`src/rtl/spi_cmd_seq.sv`:
```
// rtl/spi_cmd_seq.sv - SPI register command sequencer (op, addr, wdata / read bytes)
//
// Turns one register command into a byte sequence for a full-duplex SPI byte
// driver, one byte in flight at a time, and streams returned read bytes.
//   i_clk, i_rst             clock, asynchronous active-high reset
//   i_cmd_*, o_cmd_ready     command request (wr, op, addr, wdata, rlen)
//   o_drv_data/valid, i_drv_ready      byte out to the driver
//   i_drv_rdata, i_drv_rvalid          byte back from the driver (1-cycle strobe)
//   o_rd_data/valid/last     read stream, no backpressure
//   o_busy, o_done, o_err    status, completion pulse, watchdog-abort pulse

module spi_cmd_seq #(
    parameter int P_DATA_WIDTH = 8,
    parameter int P_TIMEOUT    = 1024
) (
    input  logic                    i_clk,
    input  logic                    i_rst,
    input  logic                    i_cmd_valid,
    output logic                    o_cmd_ready,
    input  logic                    i_cmd_wr,
    input  logic [P_DATA_WIDTH-1:0] i_cmd_op,
    input  logic [P_DATA_WIDTH-1:0] i_cmd_addr,
    input  logic [P_DATA_WIDTH-1:0] i_cmd_wdata,
    input  logic [3:0]              i_cmd_rlen,
    output logic [P_DATA_WIDTH-1:0] o_drv_data,
    output logic                    o_drv_valid,
    input  logic                    i_drv_ready,
    input  logic [P_DATA_WIDTH-1:0] i_drv_rdata,
    input  logic                    i_drv_rvalid,
    output logic [P_DATA_WIDTH-1:0] o_rd_data,
    output logic                    o_rd_valid,
    output logic                    o_rd_last,
    output logic                    o_busy,
    output logic                    o_done,
    output logic                    o_err
);

    typedef enum logic [1:0] {
        S_IDLE,
        S_SEND,
        S_WAIT,
        S_DONE
    } state_t;

    localparam int             WD_W    = (P_TIMEOUT > 1) ? $clog2(P_TIMEOUT) : 1;
    localparam logic [WD_W-1:0] WD_LAST = WD_W'(P_TIMEOUT - 1);

    state_t                  state_q, state_nx;
    logic                    cmd_wr_q;
    logic [P_DATA_WIDTH-1:0] op_q, addr_q, wdata_q;
    logic [3:0]              rlen_q;
    logic [4:0]              cnt_q;       // index of the byte currently in flight
    logic [WD_W-1:0]         wdog_q;
    logic                    cmd_ready_q;
    logic [P_DATA_WIDTH-1:0] rd_data_q;
    logic                    rd_valid_q, rd_last_q, err_q;

    logic                    accept, timeout, rx_fire, rd_fire;
    logic                    last_byte, wd_expired;
    logic [4:0]              last_idx;
    logic [P_DATA_WIDTH-1:0] drv_byte;

    assign accept     = i_cmd_valid && cmd_ready_q;
    assign last_idx   = cmd_wr_q ? 5'd2 : (5'd1 + {1'b0, rlen_q});
    assign last_byte  = (cnt_q == last_idx);
    assign wd_expired = (wdog_q == WD_LAST);
    // Bytes 0 and 1 are op/addr; only a read's later bytes carry data back.
    assign rd_fire    = rx_fire && !cmd_wr_q && (cnt_q >= 5'd2);

    always_comb begin
        state_nx = state_q;
        timeout  = 1'b0;
        rx_fire  = 1'b0;
        case (state_q)
            S_IDLE: begin
                if (accept) state_nx = S_SEND;
            end
            S_SEND: begin
                // A handshake landing on the last watchdog cycle still wins.
                if (i_drv_ready) begin
                    state_nx = S_WAIT;
                end else if (wd_expired) begin
                    state_nx = S_IDLE;
                    timeout  = 1'b1;
                end
            end
            S_WAIT: begin
                if (i_drv_rvalid) begin
                    rx_fire  = 1'b1;
                    state_nx = last_byte ? S_DONE : S_SEND;
                end else if (wd_expired) begin
                    state_nx = S_IDLE;
                    timeout  = 1'b1;
                end
            end
            S_DONE: begin
                state_nx = S_IDLE;
            end
            default: state_nx = S_IDLE;
        endcase
    end

    always_comb begin
        drv_byte = '0;
        if (state_q == S_SEND) begin
            case (cnt_q)
                5'd0:    drv_byte = op_q;
                5'd1:    drv_byte = addr_q;
                default: drv_byte = cmd_wr_q ? wdata_q : '0;
            endcase
        end
    end

    always_ff @(posedge i_clk or posedge i_rst) begin
        if (i_rst) begin
            state_q     <= S_IDLE;
            cmd_wr_q    <= 1'b0;
            op_q        <= '0;
            addr_q      <= '0;
            wdata_q     <= '0;
            rlen_q      <= '0;
            cnt_q       <= '0;
            wdog_q      <= '0;
            cmd_ready_q <= 1'b0;
            rd_data_q   <= '0;
            rd_valid_q  <= 1'b0;
            rd_last_q   <= 1'b0;
            err_q       <= 1'b0;
        end else begin
            state_q     <= state_nx;
            // Registered so ready stays low through reset and rises one edge later.
            cmd_ready_q <= (state_nx == S_IDLE);

            if (accept) begin
                cmd_wr_q <= i_cmd_wr;
                op_q     <= i_cmd_op;
                addr_q   <= i_cmd_addr;
                wdata_q  <= i_cmd_wdata;
                rlen_q   <= i_cmd_rlen;
                cnt_q    <= '0;
            end else if (rx_fire) begin
                cnt_q <= cnt_q + 5'd1;
            end

            // Every state change restarts the watchdog for the new handshake.
            if (state_nx != state_q) begin
                wdog_q <= '0;
            end else if (state_q == S_SEND || state_q == S_WAIT) begin
                wdog_q <= wdog_q + 1'b1;
            end

            rd_valid_q <= rd_fire;
            rd_last_q  <= rd_fire && last_byte;
            if (rd_fire) rd_data_q <= i_drv_rdata;
            err_q      <= timeout;
        end
    end

    assign o_cmd_ready = cmd_ready_q;
    assign o_drv_data  = drv_byte;
    assign o_drv_valid = (state_q == S_SEND);
    assign o_rd_data   = rd_data_q;
    assign o_rd_valid  = rd_valid_q;
    assign o_rd_last   = rd_last_q;
    assign o_busy      = (state_q != S_IDLE);
    assign o_done      = (state_q == S_DONE);
    assign o_err       = err_q;

endmodule
```
`config.mk`:
```
export PLATFORM = sky130hd
export DESIGN_NAME = spi_cmd_seq
export DESIGN_NICKNAME = d
export VERILOG_FILES = /design/src/rtl/spi_cmd_seq.sv
export SDC_FILE = /design/constraint.sdc
export NUM_CORES = 1
export LEC_CHECK = 0
export BUFFER_PORTS_ARGS = -buffer_cell sky130_fd_sc_hd__buf_2
export CELL_PAD_IN_SITES_DETAIL_PLACEMENT = 1
export CELL_PAD_IN_SITES_GLOBAL_PLACEMENT = 2
export CORE_MARGIN = 5
export CORE_UTILIZATION = 37
export CTS_BUF_LIST = sky130_fd_sc_hd__clkbuf_4 sky130_fd_sc_hd__clkbuf_8
export CTS_CLUSTER_SIZE = 30
export DETAILED_ROUTE_END_ITERATION = 16
export PLACE_DENSITY = 0.87
export SLEW_MARGIN = 10
export SYNTH_ARGS = -nofsm -noshare
export SYNTH_HDL_FRONTEND = slang
export SYNTH_SLANG_ARGS = --single-unit
```
`constraint.sdc`:
```
create_clock -name i_clk -period 3.2 [get_ports i_clk]
set_input_delay 0.16 -clock i_clk [delete_from_list [all_inputs] [get_ports i_clk]]
set_output_delay 0.16 -clock i_clk [all_outputs]
set_load 0.01 [all_outputs]
```
# Word level (Yosys, flattened, before mapping)
# Cells that the tools add are included.
[totals] ff_bits=58 in_bits=42 elab_cells=56
[op_classes] addsub=3 n_lt_le_gt_ge=1 n_eq_ne=7 mux=20 n_reduce_logical=12
[ops] op="10-bit two-way mux" n=2
[ops] op="8-bit two-way mux" n=2
[ops] op="8-bit case mux with 2 select lines" n=1
[ops] op="5-bit two-way mux" n=3
[ops] op="10-bit by 1-bit adder with 10-bit output (second input constant)" n=1
[ops] op="10-bit equality test (second input constant)" n=1
[ops] op="2-bit two-way mux" n=5
[ops] op="2-bit case mux with 4 select lines" n=1
[ops] op="2-bit nonzero test" n=3
[ops] op="1-bit by 4-bit adder with 5-bit output (first input constant)" n=1
[ops] op="5-bit by 1-bit adder with 5-bit output (second input constant)" n=1
[ops] op="5-bit by 1-bit equality test with 1-bit output (second input constant)" n=1
[ops] op="5-bit equality test" n=1
[ops] op="5-bit by 2-bit >= comparator with 1-bit output (second input constant)" n=1
[ops] op="5-bit logical NOT" n=1
[ops] op="1-bit two-way mux" n=5
[ops] op="2-bit equality test (second input constant)" n=2
[ops] op="1-bit logical AND" n=4
[ops] op="2-bit logical NOT" n=2
[ops] op="2-bit by 1-bit equality test with 1-bit output (second input constant)" n=1
[ops] op="2-bit inequality test" n=1
[ops] op="1-bit case mux with 2 select lines" n=1
[ops] op="1-bit logical NOT" n=1
[ops] op="1-bit logical OR" n=1

# Depth between registers and ports, before layout
# Gate-level depths: netlist of run 1.
[logic_depth] depth_word=8 ltp_mapped=8 mapped_depth_nobuf=7

# Least setup slack after synthesis of run 1
# OpenSTA, ideal clock, no wires.
[synth_timing] kind="reg2reg" from="register rlen_q[0]" to="register wdog_q[0]" t_arrival_ps=2116 path_slack_ps=997 stages_incl_launch_ff=8 cell_sequence="dfrtp_1 > ha_1 > xor2_1 > nor4_2 > o311ai_2 > or4_4 > buf_6 > a211oi_2"
[synth_via] elab_chain_cells=8 word_cells_on_any_way=9
[synth_lines] item="from (decl)" line_no="51" rtl="logic [3:0] rlen_q;"
[synth_lines] item="from (signal assigned)" line_no="139" rtl="rlen_q <= i_cmd_rlen;"
[synth_lines] item="1-bit by 4-bit adder with 5-bit output (*)" line_no="64" rtl="assign last_idx = cmd_wr_q ? 5'd2 : (5'd1 + {1'b0, rlen_q});"
[synth_lines] item="5-bit two-way mux (*)" line_no="64"
[synth_lines] item="5-bit equality test (*)" line_no="65" rtl="assign last_byte = (cnt_q == last_idx);"
[synth_lines] item="2-bit two-way mux (*)" line_no="90" rtl="state_nx = last_byte ? S_DONE : S_SEND;"
[synth_lines] item="2-bit two-way mux (*)" line_no="88" rtl="if (i_drv_rvalid) begin"
[synth_lines] item="2-bit case mux with 4 select lines (*)" line_no="74" rtl="case (state_q)"
[synth_lines] item="2-bit inequality test (*)" line_no="146" rtl="if (state_nx != state_q) begin"
[synth_lines] item="10-bit two-way mux / 2-bit nonzero test (equally long branches)"
[synth_lines] item="to (signal assigned)" line_no="149" rtl="wdog_q <= wdog_q + 1'b1;"
[synth_lines] item="to (decl)" line_no="53" rtl="logic [WD_W-1:0] wdog_q;"
# Every way passes the cells marked *; elsewhere a longest branch is shown, timed or not.
# A chain may end at the register's enable or synchronous reset.

# Worst setup path after layout of run 1
[layout_timing] from="register state_q[1]" to="register wdog_q[7]"
[layout_via] elab_chain_cells=5 word_cells_on_any_way=13
[layout_lines] item="from (decl)" line_no="48" rtl="state_t state_q, state_nx;"
[layout_lines] item="from (signal assigned)" line_no="130" rtl="state_q <= state_nx;"
[layout_lines] item="2-bit two-way mux" line_no="82, 91"
[layout_lines] item="2-bit two-way mux, on equally long branches" line_no="88, 80"
[layout_lines] item="2-bit case mux with 4 select lines" line_no="74"
[layout_lines] item="2-bit inequality test" line_no="146"
[layout_lines] item="10-bit two-way mux / 2-bit nonzero test (equally long branches)"
# Parallel ways exist; a longest one is shown, timed or not.

==> results of run 1 <==
-- power by group through the flow --
stage	combinational (uW)	sequential [uW]	clock, uW
floorplan	1020	1190	0
global route	1550	1270	878
global placement	1330	1230	0
finish	1360	1230	823
detailed placement	1370	1240	0
CTS	1380	1230	834
-- cell usage after synthesis (all sizes together), types with 2 or more instances --
| cell type | number | area share |
|---|---|---|
| nand2 | 97 | 0.12 |
| dfrtp | 58 | 0.48 |
| nand3 | 14 | 0.023 |
| a211oi | 11 | 0.045 |
| ha | 11 | 0.045 |
| nor2 | 11 | 0.014 |
| nor2b | 10 | 0.021 |
| xor2 | 10 | 0.029 |
| clkbuf | 9 | 0.011 |
| mux2 | 9 | 0.033 |
| a222oi | 8 | 0.026 |
| inv | 7 | 0.0086 |
| xnor2 | 7 | 0.020 |
| a21oi | 5 | 0.0082 |
| buf | 5 | 0.011 |
| nand4 | 5 | 0.010 |
| and2 | 4 | 0.0082 |
| nor3 | 4 | 0.0066 |
| o21ai | 4 | 0.0066 |
| nor4 | 3 | 0.013 |
| o21a | 3 | 0.0074 |
| or3 | 3 | 0.0066 |
| nor4b | 2 | 0.0078 |
| o211ai | 2 | 0.0049 |
| o311ai | 2 | 0.0082 |
| o31ai | 2 | 0.0049 |
-- placed cells by master (no fill, tap or decap), drive strengths merged, types with 2 or more instances in the layout --
master,n
nand2,97
buf,67
dfrtp,58
nand3,14
nor2,11
a211oi,11
ha,11
nor2b,10
xor2,10
clkbuf,10
mux2,9
a222oi,8
xnor2,7
inv,7
nand4,5
a21oi,5
nor3,4
and2,4
o21ai,4
o21a,3
clkinv,3
bufinv,3
or3,3
nor4,3
o31ai,2
o211ai,2
nor4b,2
o311ai,2
-- critical path, cell delays in order (launching register included) --
cell	delay, ns
dfrtp_1	0.45
inv_1	0.18
ha_1	0.42
nor2b_1	0.21
o21ai_0	0.12
o211ai_1	0.66
nand3_1	0.19
a211oi_2	0.25
-- stage by stage --
stage | power [uW] | utilization | cells
3_3_place_gp | 2550 | 0.425 | 473
6_report | 3420 | 0.454 | 489
3_5_place_dp | 2610 | 0.425 | 473
2_1_floorplan | 2210 | - | 315
5_1_grt | 3700 | 0.454 | 489
4_1_cts | 3450 | 0.454 | 489
-- kinds of logic (layout without fill, tap and decap cells) --
kind of cell	Yosys count	in the layout	synth area share
buffers and inverters	21	90	0.0307
multiplexers	10	10	0.0365
XOR/XNOR	17	17	0.0488
flip-flops	58	58	0.476
AO/OA/AOI/OAI	40	40	0.119
AND/OR/NAND/NOR	158	158	0.244
adder cells (fa/ha/maj)	11	11	0.0451
-- state kept, by name, indices dropped and copies added (netlist names) --
name	count
cmd_wr_q	1
o_rd_valid	1
addr_q	8
wdata_q	8
op_q	8
state_q	2
rlen_q	4
wdog_q	10
o_err	1
o_cmd_ready	1
o_rd_data	8
o_rd_last	1
cnt_q	5
-- worst paths after layout --
check / from / to
setup / recovery: state_q[1] / wdog_q[7]
hold reg to reg: wdata_q[2] / wdata_q[2]
max in group asynchronous: i_rst / addr_q[6]
min in group asynchronous: i_rst / rlen_q[2]
hold / removal: i_cmd_wdata[5] / wdata_q[5]
setup reg to reg: state_q[1] / wdog_q[7]
-- layer usage --
metal  track usage  wire length (microns)  vias up
met2         0.263                   3610       59
met1         0.226                   3720     1235
met3        0.0422                    373        6
li1              -                      -     1211
met5             0                      0        -
met4        0.0425                     77        0
-- layout make-up --
| class | count | area, sq um |
|---|---|---|
| Timing Repair Buffer | 67 | 343 |
| Inverter | 7 | 26.3 |
| Clock buffer | 10 | 131 |
| Sequential cell | 58 | 1450 |
| Tap cell | 105 | 131 |
| Fill cell | 965 | 4440 |
| Multi-Input combinational cell | 236 | 1510 |
| Clock inverter | 6 | 105 |
==> run metrics, run 1 <==
status completed; CTS clk-pin slew, worst paths 0.08 ns; DRT iter0 DRCs 105; width of the die 101 microns; Die Height 101 microns; pre-CTS WS 0.642 ns; P&R area growth vs syn 21.1%; Crit path required time 3.43 ns; global-route wire length before repair 13.3 mm; antenna violations before repair 0; CTS tree yes; # DRC 0; f_max 383 MHz; HP Class in -> reg; Yosys reg bits 58; htree depth 3; static leakage 0.00181 uW; drt total wl 7.78 mm; Clock Power Share 0.241; share of layout cells above drive strength 1 0.292; syn_area_per_cell 9.69 sq um; grt total ovfl 0; setup skew after layout 0.0125 ns; Crit Path Max Fanout 13; YS warnings 0; reg2reg path depth 7; clk_lat worst skew 0.34 ns; Placer Congestion 0.816; EDFF count, synth 0; setup violators final 0; Post-DP HPWL 5.69 mm; # rows 33; power density cells 924 mW/mm^2; sw frac 0.387; Synth Flop Type dfrtp_1; Setup Total Neg Slack 0 ns; Seq pwr share 0.360; critical path class reg -> reg; # port buffers 64; Routed WL per cell 15.9 microns; CP startpoint kind flop; CP arrival 2.84 ns; slew margin rel. 0.396; Max rail drop VDD 0.000288 V; worst setup margin 0.590 ns; final hold viol count 0; Psw 1320 uW; largest net degree at the start of global routing 44; # Post-CTS Setup Buffers 0; Core ar. 0.00813 sq mm; critical path endpoint category flop; synthesized cell area 0.00305 sq mm; Die ar. 0.0102 sq mm; final period utilization 0.815; final hold slack 0.0140 ns; placed instance area 0.00346 sq mm; GRT Total Usage 0.166; Gate power share 0.399; fin crit period 2.61 ns; DRT Pass-1 Iters 5; Resized cells post-CTS 0; CTS root buffer clkbuf_8; ANT nets after route 0; Max Cap Viol 0; Final #Nets 432; Internal 2090 uW; synth unique cells 44; post-DR vias/cell 5.13; Post-Syn Nets 368; Starting Density 0.375; number of global-route vias before repair 2675; Antenna Cells 0; r2r setup slk 0.59 ns; Clock Sinks 58; Final Cell Area 0.00369 sq mm; Max Buffers Root-to-Sink 2; vias 2511; Cells on Worst Hold Path 3; Final Max Slew Viols 0; TritonCTS Buffers 9; Post-synth ARST share 1.00; Ports 65; RSZ-0062 raised after global routing no; Hold Buf Count CTS 0; Least-Margin Pin Slew 0.904 ns; sequential share of the synthesized area 0.476; Mapped Cells 315
Power figures use the tool's default switching activity.
==> inputs of run 2 (changes only) <==
- CORE_UTILIZATION: 37 -> 35
- PLACE_DENSITY: 0.87 -> 0.83
- clock period: 3.2 -> 2.5 ns (I/O delays scaled with it)
==> run metrics, run 2 (synthesized netlist as in run 1, its figures left out) <==
critical path class reg -> reg; fill cell count 965; htree depth 3; Psw 1810 uW; global-route wire length before repair 14.0 mm; CTS clk-pin slew, worst paths 0.07 ns; drt total wl 8.49 mm; vias 2721; final period utilization 0.958; Routed WL per cell 16.0 microns; Ports 65; CP Cell Sequence ha_4 > xor2_1 > nor4_4 > o311ai_4 > or4_4 > a211oi_2; largest net degree at the start of global routing 31; setup skew after layout 0.00856 ns; Starting Density 0.355; Final Max Slew Viols 0; max reg flops 10; Clock Power Share 0.237; Antenna Cells 0; r2r setup slk 0.10 ns; Clock Sinks 58; static leakage 0.00199 uW; setup violators final 0; Max Cap Viol 0; Most flops, register wdog_q; commonest cells after routing, fill and taps aside nand2_1 (97), buf_2 (64), dfrtp_1 (57); status completed; power density cells 1120 mW/mm^2; clk_lat worst skew 0.34 ns; GRT Total Usage 0.167; final hold viol count 0; grt total ovfl 0; # DRC 0; most common cell after layout, fill and taps aside nand2_1; P&R area growth vs syn 35.7%; Placed Cells 483; Final #Nets 472; CP arrival 2.65 ns; CP bufs+invs 0; Core ar. 0.00859 sq mm; Crit path required time 2.76 ns; Die ar. 0.0107 sq mm; # port buffers 64; sw frac 0.389; Final Power 4650 uW; # rows 34; f_max 417 MHz; Max rail drop VDD 0.000408 V; DRT Pass-1 Iters 7; fin crit period 2.40 ns; Least-Margin Pin Slew 0.833 ns; share of layout cells above drive strength 1 0.290; number of global-route vias before repair 2889; Internal 2840 uW; fin cells 532; critical path endpoint category flop; CP startpoint kind flop; ANT nets after route 0; Hold Crit Endpoint o_rd_data[5]; Critical R2R Capture wdog_q[5]; Max Buffers Root-to-Sink 2; TritonCTS Buffers 9; Die Height 103 microns; Post-DP HPWL 5.83 mm; reg2reg path depth 6; Seq pwr share 0.339; Crit Path Max Fanout 5; slowest cell on the critical path or4_4; CTS root buffer clkbuf_8; WP depth 6; HP Class in -> reg; Setup Total Neg Slack 0 ns; DRT iter0 DRCs 102; slew margin rel. 0.440; post-DR vias/cell 5.11; antenna violations before repair 0; Placer Congestion 0.782; Gate power share 0.424; width of the die 103 microns; RSZ-0062 raised after global routing no; largest stage delay on the critical path 0.62 ns; Hold Path Origin i_drv_rdata[5]; family with the most delay on the worst path simple AND/OR/NAND/NOR gates; r2r startpoint rlen_q[0]; CTS tree yes; Cells on Worst Hold Path 2
==> run 2: cell count changes in the layout (fill, tap and decap cells not counted), moves of 2 or more <==
cell	previous run	this run
clkinv_2	3	0
buf_4	3	10
clkinvlp_4	0	2
dlygate4sd3_1	0	31
==> run 2: power by group through the flow <==
| stage | sequential (uW) | clock [uW] | combinational [uW] |
|---|---|---|---|
| final | 1580 | 1100 | 1970 |
| after floorplan | 1530 | 0 | 1300 |
| after global routing | 1630 | 1180 | 2210 |
| after CTS | 1570 | 1130 | 1900 |
| after detailed placement | 1580 | 0 | 1850 |
| after global placement | 1560 | 0 | 1790 |
==> run 2: layer usage <==
metal	GRT usage	part of all wire
met2	0.287	0.49
met4	0.0508	0.016
met5	0	0
met1	0.204	0.44
met3	0.0456	0.057
==> run 2: metrics by stage <==
step | instance area, sq um | hold WS, ns | worst slack, ns | utilization
after floorplan | 3050 | 0.230 | 0.297 | -
after global placement | 3530 | 0.266 | 0.220 | 0.410
after detailed placement | 3530 | 0.277 | 0.110 | 0.410
after CTS | 4090 | 0.000199 | 0.0878 | 0.476
after global routing | 4140 | 0.0111 | 0.00295 | 0.482
final | 4140 | 0.0158 | 0.105 | 0.482
==> run 2: worst max-delay path by stage <==
stage	start	endpoint	slack, ns
5_1_grt	cnt_q[2]	o_drv_data[1]	0.003
2_1_floorplan	rlen_q[0]	wdog_q[0]	0.30
6_report	rlen_q[0]	wdog_q[5]	0.10
4_1_cts	rlen_q[0]	wdog_q[7]	0.09
3_5_place_dp	rlen_q[0]	wdog_q[7]	0.11
3_3_place_gp	rlen_q[0]	wdog_q[2]	0.22
==> run 2: layout make-up <==
type / instances / area, sq um / share of cell area
Tap cell: 108 / 135 / 0.0326
Inverter: 7 / 26.3 / 0.00635
Multi-Input combinational cell: 237 / 1550 / 0.374
Clock buffer: 10 / 138 / 0.0332
Clock inverter: 6 / 114 / 0.0275
Sequential cell: 58 / 1450 / 0.351
Timing Repair Buffer: 106 / 726 / 0.175
==> run 2: timing repair <==
action | CTS | global route
buffers inserted | 0 | 1
endpoints found under the setup margin | 0 | 6
hold buffers | 31 | 0
resized for setup | 0 | 5
endpoints found under the hold margin | 59 | 0
==> inputs of run 3 (changes only) <==
- clock period: 2.5 -> 2.4 ns (I/O delays scaled with it)
==> run metrics, run 3 (synthesized netlist as in run 1, its figures left out) <==
placed instance area 0.00354 sq mm; fill cell count 1006; slew margin rel. 0.626; most common cell after layout, fill and taps aside nand2_1; GRT Total Usage 0.166; DRT iter0 DRCs 87; # rows 34; Crit path required time 2.64 ns; fin crit period 2.29 ns; Die Height 103 microns; critical path class reg -> reg; Max rail drop VDD 0.000428 V; RSZ-0062 raised after global routing yes; Post-DP HPWL 5.84 mm; final hold slack 0.0194 ns; fin cells 533; Final Cell Area 0.00403 sq mm; clk_lat worst skew 0.33 ns; vias 2657; Setup Total Neg Slack 0 ns; r2r setup slk 0.11 ns; setup skew after layout 0.00679 ns; drt total wl 8.20 mm; post-DR vias/cell 4.98; share of layout cells above drive strength 1 0.296; Antenna Cells 0; # port buffers 64; CP arrival 2.53 ns; Crit Path Max Fanout 10; critical path endpoint category flop; Starting Density 0.355; antenna violations before repair 0; Least-Margin Pin Slew 0.556 ns; largest net degree at the start of global routing 37; Final Max Slew Viols 0; number of global-route vias before repair 2821; Register Area 0.00145 sq mm; Ports 65; Final Power 4410 uW; Placed Cells 486; Core ar. 0.00859 sq mm; htree depth 3; Placer Congestion 0.808; Routed WL per cell 15.4 microns; CP bufs+invs 0; largest stage delay on the critical path 0.63 ns; final hold viol count 0; Max Cap Viol 0; Clock Sinks 58; CTS clk-pin slew, worst paths 0.07 ns; TritonCTS Buffers 9; final period utilization 0.955; family with the most delay on the worst path simple AND/OR/NAND/NOR gates; CP Cell Sequence ha_1 > xor2_1 > nor4_2 > o311ai_2 > or4_4 > a211oi_2; CP startpoint kind flop; global-route wire length before repair 13.8 mm; width of the die 103 microns; commonest cells after routing, fill and taps aside nand2_1 (97), buf_2 (64), dfrtp_1 (56); static leakage 0.00196 uW; Final #Nets 473; Max Buffers Root-to-Sink 2; grt total ovfl 0; power density cells 1100 mW/mm^2; f_max 436 MHz; CTS root buffer clkbuf_8; HP Class in -> reg; slowest cell on the critical path or4_4; ANT nets after route 0; CTS tree yes; Most flops, register wdog_q; max reg flops 10; status completed; setup violators final 0; area of the multi-input gates 0.00151 sq mm; Die ar. 0.0107 sq mm; # DRC 0; P&R area growth vs syn 32.0%; DRT Pass-1 Iters 5
run 3: cell types whose count changed in the layout (fill, tap and decap cells not counted), sizes merged:
cell         change
clkinv           +2
dlygate4sd3      -1
buf              +3
bufinv           -3
or4              -1
clkbuf           +1
run 3: cell type report:
class	count	share of cell area
Multi-Input combinational cell	236	0.375
Sequential cell	58	0.361
Timing Repair Buffer	108	0.180
Clock buffer	11	0.0360
Tap cell	108	0.0336
Clock inverter	5	0.00746
Inverter	7	0.00652
run 3: worst paths after layout:
kind	startpoint	end	depth (start not counted)
hold / removal	i_drv_rdata[5]	o_rd_data[5]	2
min in group asynchronous	i_rst	wdata_q[7]	3
hold reg to reg	wdata_q[5]	wdata_q[5]	2
max in group asynchronous	i_rst	cnt_q[1]	4
setup reg to reg	rlen_q[0]	wdog_q[5]	6
setup / recovery	rlen_q[0]	wdog_q[5]	6
run 3: report_power, final:
| group | switching [uW] | total (uW) | internal, uW |
|---|---|---|---|
| combinational | 1110 | 1990 | 882 |
| sequential | 280 | 1620 | 1340 |
| clock | 393 | 801 | 408 |
run 3: per-layer routing:
| layer | up-vias | GRT usage | wire (microns) | part of all wire |
|---|---|---|---|---|
| li1 | 1296 | - | - | - |
| met1 | 1285 | 0.210 | 3580 | 0.44 |
| met2 | 67 | 0.282 | 4090 | 0.50 |
| met3 | 9 | 0.0342 | 429 | 0.052 |
| met4 | 0 | 0.0568 | 103 | 0.013 |
| met5 | - | 0 | 0 | 0 |
run 3: repair_timing:
action                                  in CTS  in global routing
hold endpoints to repair                    87                  0
setup buffers                                0                  1
endpoints found under the setup margin       0                 13
hold buffers                                30                  0
resized for setup                            0                  3
run 3: stage by stage:
stage / utilization / setup WS [ns]
2_1_floorplan: - / 0.197
3_3_place_gp: 0.412 / 0.194
3_5_place_dp: 0.412 / 0.102
4_1_cts: 0.467 / 0.0784
5_1_grt: 0.469 / -0.00640
6_report: 0.469 / 0.107
